[src/rtl/qif_pkg.sv]
// Shared widths, neuron constants and the saturating clamp for the QIF neuron.
// Optional feature macro: QIF_REFRACTORY_EN (refractory hold after each spike).
package qif_pkg;

    localparam int V_W    = 8;
    localparam int I_W    = 8;
    localparam int ACC_W  = 18;
    localparam int QSHIFT = 5;
    localparam int REF_W  = 3;

    localparam logic [V_W-1:0]   V_CRIT  = 8'd64;
    localparam logic [V_W-1:0]   V_PEAK  = 8'd240;
    localparam logic [V_W-1:0]   V_RESET = 8'd0;
    localparam logic [REF_W-1:0] REFRAC  = 3'd4;

    // Saturate a signed accumulator into the 0..255 membrane range.
    function automatic logic [V_W-1:0] clamp_u8(input logic signed [ACC_W-1:0] s);
        logic [V_W-1:0] r;
        if (s < 0)
            r = '0;
        else if (s > 18'sd255)
            r = 8'hFF;
        else
            r = s[V_W-1:0];
        return r;
    endfunction

endpackage

[src/rtl/qif_update.sv]
// Combinational QIF membrane update: V' = V + ((V*(V-V_CRIT)) >>> QSHIFT) + I,
// clamped to 8 bits, with the fire decision taken on the clamped sum.
module qif_update
    import qif_pkg::*;
(
    input  logic [V_W-1:0] v,
    input  logic [I_W-1:0] i_in,
    output logic [V_W-1:0] v_next,
    output logic           fire
);

    logic signed [8:0]       d;
    logic signed [16:0]      v_ext;
    logic signed [16:0]      d_ext;
    logic signed [16:0]      p;
    logic signed [16:0]      q;
    logic signed [ACC_W-1:0] s;
    logic [V_W-1:0]          s_clamped;

    // Quadratic term, floor-shifted, plus leak-free integration of the input current.
    always_comb begin
        d         = $signed({1'b0, v}) - $signed({1'b0, V_CRIT});
        v_ext     = $signed({9'b0, v});
        d_ext     = {{8{d[8]}}, d};
        p         = v_ext * d_ext;
        q         = p >>> QSHIFT;
        s         = {{(ACC_W-17){q[16]}}, q}
                  + $signed({{(ACC_W-V_W){1'b0}}, v})
                  + $signed({{(ACC_W-I_W){1'b0}}, i_in});
        s_clamped = clamp_u8(s);
        fire      = (s_clamped >= V_PEAK);
        v_next    = fire ? V_RESET : s_clamped;
    end

endmodule

[src/rtl/tt_um_qif_neuron.sv]
// TinyTapeout tile: one QIF neuron with registered membrane, spike flag and
// 8-bit wrapping spike counter. Optional macro QIF_REFRACTORY_EN adds a
// REFRAC-cycle hold at V_RESET after each spike.
// Note: rst_n is active-HIGH synchronous reset (TT pin name kept).
module tt_um_qif_neuron
    import qif_pkg::*;
(
    input  logic       clk,
    input  logic       rst_n,
    input  logic       ena,
    input  logic [7:0] ui_in,
    input  logic [7:0] uio_in,
    output logic [7:0] uo_out,
    output logic [7:0] uio_out,
    output logic [7:0] uio_oe
);

    logic [V_W-1:0] v_q, v_d;
    logic           spike_q, spike_d;
    logic [7:0]     count_q, count_d;
    logic [V_W-1:0] v_upd;
    logic           fire;
    logic           unused_uio;

`ifdef QIF_REFRACTORY_EN
    logic [REF_W-1:0] refrac_q, refrac_d;
`endif

    assign unused_uio = &{1'b0, uio_in};

    qif_update u_update (
        .v      (v_q),
        .i_in   (ui_in),
        .v_next (v_upd),
        .fire   (fire)
    );

    // Next-state selection: hold when disabled, otherwise integrate or fire.
    always_comb begin
        v_d     = v_q;
        spike_d = spike_q;
        count_d = count_q;
`ifdef QIF_REFRACTORY_EN
        refrac_d = refrac_q;
`endif
        if (ena) begin
`ifdef QIF_REFRACTORY_EN
            if (refrac_q != '0) begin
                v_d      = V_RESET;
                spike_d  = 1'b0;
                refrac_d = refrac_q - 1'b1;
            end else begin
                v_d     = v_upd;
                spike_d = fire;
                if (fire) begin
                    count_d  = count_q + 8'd1;
                    refrac_d = REFRAC;
                end
            end
`else
            v_d     = v_upd;
            spike_d = fire;
            if (fire)
                count_d = count_q + 8'd1;
`endif
        end
    end

    // State registers; reset wins over ena on the same edge.
    always_ff @(posedge clk) begin
        if (rst_n) begin
            v_q     <= V_RESET;
            spike_q <= 1'b0;
            count_q <= '0;
`ifdef QIF_REFRACTORY_EN
            refrac_q <= '0;
`endif
        end else begin
            v_q     <= v_d;
            spike_q <= spike_d;
            count_q <= count_d;
`ifdef QIF_REFRACTORY_EN
            refrac_q <= refrac_d;
`endif
        end
    end

    assign uo_out  = {spike_q, v_q[7:1]};
    assign uio_out = count_q;
    assign uio_oe  = 8'hFF;

endmodule

[config.mk]
export PLATFORM = sky130hd
export DESIGN_NAME = tt_um_qif_neuron
export DESIGN_NICKNAME = d
export VERILOG_FILES = /design/src/rtl/qif_pkg.sv /design/src/rtl/qif_update.sv /design/src/rtl/tt_um_qif_neuron.sv
export SDC_FILE = /design/constraint.sdc
export NUM_CORES = 1
export LEC_CHECK = 0
export CAP_MARGIN = 20
export CORE_AREA = 2 2 102 104
export CTS_CLUSTER_SIZE = 12
export DETAILED_ROUTE_END_ITERATION = 6
export DIE_AREA = 0 0 104 106
export PLACE_DENSITY_LB_ADDON = 0.2
export SLEW_MARGIN = 0
export SYNTH_ARGS = -nofsm -noshare
export SYNTH_HDL_FRONTEND = slang
export SYNTH_SLANG_ARGS = --single-unit
[constraint.sdc]
create_clock -name clk -period 20.4 [get_ports clk]
set_input_delay 2.04 -clock clk [delete_from_list [all_inputs] [get_ports clk]]
set_output_delay 2.04 -clock clk [all_outputs]
set_load 0.05 [all_outputs]
# Word level (Yosys, flattened, before mapping)
# Index checks and enable logic that the tools add are counted.
# totals
elab_cells	15
romBits	0
inputBits	19
register_bits	17
ram_bits	0
mem_count	0
out_inout_bits	24
latchBits	0
# op_classes
mul	1
n_reduce_logical	1
n_lt_le_gt_ge	3
n_addsub	4
muxes	3
shifts	0
bitwise_logic	0
eq_ne	0
n_div	0
# op_table
operator	count
two-way mux 8 bit	3
adder 18 x 8 -> 18 bit	1
> comparator 18 x 9 -> 1 bit (second input constant)	1
less-than comparator 18 x 1 -> 1 bit (second input constant)	1
multiplier 9 x 9 -> 17 bit	1
adder 12 x 9 -> 13 bit	1
subtractor 8 x 7 -> 9 bit (second input constant)	1
adder 8 x 1 -> 8 bit (second input constant)	1
>= comparator 8 bit (second input constant)	1
AND reduction 2 bit	1

# Logic depth before layout (Yosys ltp)
# depth
word_depth	9
mapped_depth	35
mapped_depth_nobuf	33

# Modules after synthesis
# Synthesis repeated with hierarchy kept, for this count alone.
# hier_totals
hier_cells	428
area_unflattened_um2	3652.3
# modules_own_cells
module	seq_area_each_um2	cells_per_inst	area_per_inst_um2	instances
qif_update	0.0	341	2870.3	1
tt_um_qif_neuron	340.3	87	782.0	1

# Worst setup path before layout
# OpenSTA, ideal clock, no wires.
# synth_timing
path_kind	register to register
startpoint	reg v_q[6]
endpoint	reg count_q[5] (netlist: uio_out[5])
slack_ns	12.073
synth_period_minus_slack_ns	8.327
path_stages_with_launch	35
setup_time_ns	0.115
required_ns	20.285
arrival_time_ns	8.212
path_buffers	2
path_cell_list	dfxtp_1 clkbuf_1 inv_1 ha_1 inv_1 nand2_1 fa_1 fa_1 inv_1 fa_1 fa_1 inv_1 fa_1 inv_1 ha_1 and2_4 a221oi_2 nand2_1 xor2_1 ha_1 inv_1 o21bai_1 a21oi_1 xnor2_1 ha_1 nor3_1 a21oi_1 nand2_1 a21oi_2 o31ai_4 xor2_2 o31ai_2 buf_6 o31a_1 o21ba_2
# synth_between
elab_chain_cells	9
elab_cells_between_ends	10
classes_between	3 x add/sub; 1 x mul; 3 x order compare; 2 x mux; 1 x reduce/logical
# synth_rtl
item	line	rtl
start: declaration	tt_um_qif_neuron.sv:18	logic [V_W-1:0] v_q, v_d;
start signal: assignment	tt_um_qif_neuron.sv:79	v_q <= v_d;
subtractor 8 x 7 -> 9 bit	qif_update.sv:22	d = $signed({1'b0, v}) - $signed({1'b0, V_CRIT});
multiplier 9 x 9 -> 17 bit	qif_update.sv:25	p = v_ext * d_ext;
adder 12 x 9 -> 13 bit (*)	qif_update.sv:28	+ $signed({{(ACC_W-V_W){1'b0}}, v})
adder 18 x 8 -> 18 bit (*)	qif_update.sv:29	+ $signed({{(ACC_W-I_W){1'b0}}, i_in});
> comparator 18 x 9 -> 1 bit	qif_pkg.sv:21	else if (s > 18'sd255)
two-way mux 8 bit	qif_pkg.sv:21	
two-way mux 8 bit (*)	qif_pkg.sv:19	if (s < 0)
>= comparator 8 bit (*)	qif_update.sv:31	fire = (s_clamped >= V_PEAK);
AND reduction 2 bit (no source line) (*)	--	
end signal: assignment	tt_um_qif_neuron.sv:81	count_q <= count_d;
end: declaration	tt_um_qif_neuron.sv:20	logic [7:0] count_q, count_d;
# Every way passes the cells marked *; elsewhere a longest branch is shown, timed or not.
# A chain may end at the register's enable or synchronous reset.

# Final worst setup path
# layout_timing
startpoint	reg v_q[6]
endpoint	reg count_q[4] (netlist: uio_out[4])
# The elaborated chain is that of the path after synthesis.

==> results.cfg <==
[setup_path]
slowest_stage = o31ai_2
worstPathArrival_ns = 9.33
r2r_end = uio_out[4]
crit_path_end = uio_out[4]
max_stage_delay_ns = 0.78
crit_family = adder cells
worstSetupPathDepth = 32
crit_path_frequent_cell = inv_1
cp.buffers_inverters = 6
startpoint = v_q[6]
rrSetupSlack_ns = 11.25
cp_max_fo = 13
critPathCaptureType = register
reg2regPathDepth = 32
cp.required_ns = 20.57
r2r-start = v_q[6]
worstSetupPathType = register to register
cp-start-kind = register

[timing]
rsz0062_at_grt = no
final-hold-violation-count = 0
setup_viol = 0
tightest_slew_ns = 0.856
tns_ns = 0
final_max_slew_viol_count = 0
relSlewSlack = 0.426
max_freq_mhz = 109
clock_skew_ns = 0.000937
min_period_ns = 9.15
period_share = 0.449

[global_routing]
grt_start_max_net_pins = 18
antenna_found_initial = 0
grt-ovfl-total = 0
grt_pass1_vias = 3027
grt.total_usage = 0.152
grt_pass1_wl_um = 14000

[clock_tree]
post_cts_resize_count = 0
clk_latency_ns = 0.25
cts_tree = yes
cts_hold_buf = 0
h-tree-depth = 1
cts-root-buf = clkbuf_8
cts_buffer_depth = 2
cts_buffers = 3
path_clk_slew_ns = 0.07
post-cts-setup-buffers = 0
cts.sinks = 17

[logic_synthesis]
synthCells = 458
syn_area_mm2 = 0.00385
ys_seq_elements = 17
synthMuxAreaShare = 0.0114
yosysTopAreaCell = ha_1
synthFlopType = dfxtp_1
ys_top_cells_by_area = ha_1 21%, fa_1 19%, dfxtp_1 8.8%
async_flop_share = 0
yosysTopAreaCellShare = 0.211
syn_avg_cell_area_um2 = 8.40
synth_cell_types = 57
synth-seq-area-share = 0.0884
synth_simple_gate_area_share = 0.154
yosysWarnings = 0
synth_fa_ha_area_frac = 0.404
synth_top_family_by_area = adder cells
synth-xor-area-share = 0.0679
synth_compound_area_frac = 0.169
synth_edf_count = 0

[detailed_routing]
dr.pass1.iters = 4
wl_per_cell_um = 13.1
drtAntennaViolNets = 0
via_count = 3060
finalWirelength_um = 7960
dr.first_iter.drc_count = 155
drc = 0
viasPerCell = 5.02

[final_layout]
area.sequential_um2 = 340
multi_input_area_mm2 = 0.00313
drive_above_1_share = 0.0359
fill_cells = 1005
layout_common_cells = 66 x inv_1, 65 x ha_1, 44 x nor2_1
diodes = 0
fin_nets = 595
area_delta_synth_final_pct = 9.43
final_common_cell = inv_1

[min_path]
hold_depth = 2
hold_path.class = register to register

[job]
max-cap-violations = 0

[placed_design]
numPortBuffers = 26
place.gp.congestion = 0.873
dp_hpwl_um = 6700

[floorplanning]
coreArea_mm2 = 0.0100
die_height_um = 106
io_pins = 43
dieArea_mm2 = 0.0110
die_x_um = 104
rows = 37
start_util = 0.385

[run_status]
status = completed
-- Yosys cell counts (all sizes together), types with 2 or more instances --
library cell   n
inv           66
ha            65
nor2          44
fa            37
nand2         31
a21oi         25
xnor2         20
dfxtp         17
buf           16
o21ai         13
a21o           9
and2           9
xor2           9
nand3          8
a22oi          7
clkbuf         7
nand2b         7
nor2b          7
nor3           7
a211oi         6
o31ai          5
mux2i          4
or3            4
nor4           3
o211ai         3
o21bai         3
clkinv         2
nand4          2
o211a          2
o21a           2
o21ba          2
-- cell families after synthesis --
group / Yosys count
multiplexers: 4
other: 1
XOR/XNOR: 29
adder cells (fa/ha/maj): 102
buffers and inverters: 91
flip-flops: 17
AND/OR/NAND/NOR: 125
AO/OA/AOI/OAI: 89
-- state kept, by name, summed over array words and instances, names as in the netlist --
register and flops:
v_q 8, uio_out 8, spike_q 1
-- worst min-delay path by stage --
stage | slack (ns) | end | start
2_1_floorplan | 0.45 | spike_q | spike_q
3_3_place_gp | 0.46 | spike_q | spike_q
3_5_place_dp | 0.47 | spike_q | spike_q
4_1_cts | 0.48 | spike_q | spike_q
5_1_grt | 0.51 | spike_q | spike_q
6_report | 0.48 | spike_q | spike_q
-- worst min-delay path, stage by stage, from the launching register on --
cell     delay, ns
dfxtp_1       0.32
nand2_1       0.06
a21oi_1       0.06
-- through the flow --
stage               area [um^2]  utilization  setup slack, ns  hold slack [ns]  std cells
global placement           4170        0.417            11.37            0.458        605
CTS                        4210        0.421            11.27            0.479        609
detailed placement         4170        0.417            11.30            0.467        605
global route               4210        0.421            10.57            0.509        609
floorplan                  3870            -            12.07            0.446        465
finish                     4210        0.421            11.25            0.476        609
-- layer usage --
metal	vias to the layer above	global-route usage	wire, um
met5	-	0	0
met4	0	0.0261	104
met3	10	0.0184	239
met2	45	0.253	3650
met1	1455	0.214	3960
li1	1550	-	-
-- area by class of cell --
cell class	instances	area share
sequential	17	0.0808
tap	136	0.0404
inverter	68	0.0606
multi-input combinational	357	0.744
timing repair buffer	27	0.0636
clock buffer	4	0.0107
Power is left out: the tool's default activity adds up to more than one toggle a clock period on the data nets, which glitch-free logic cannot reach.
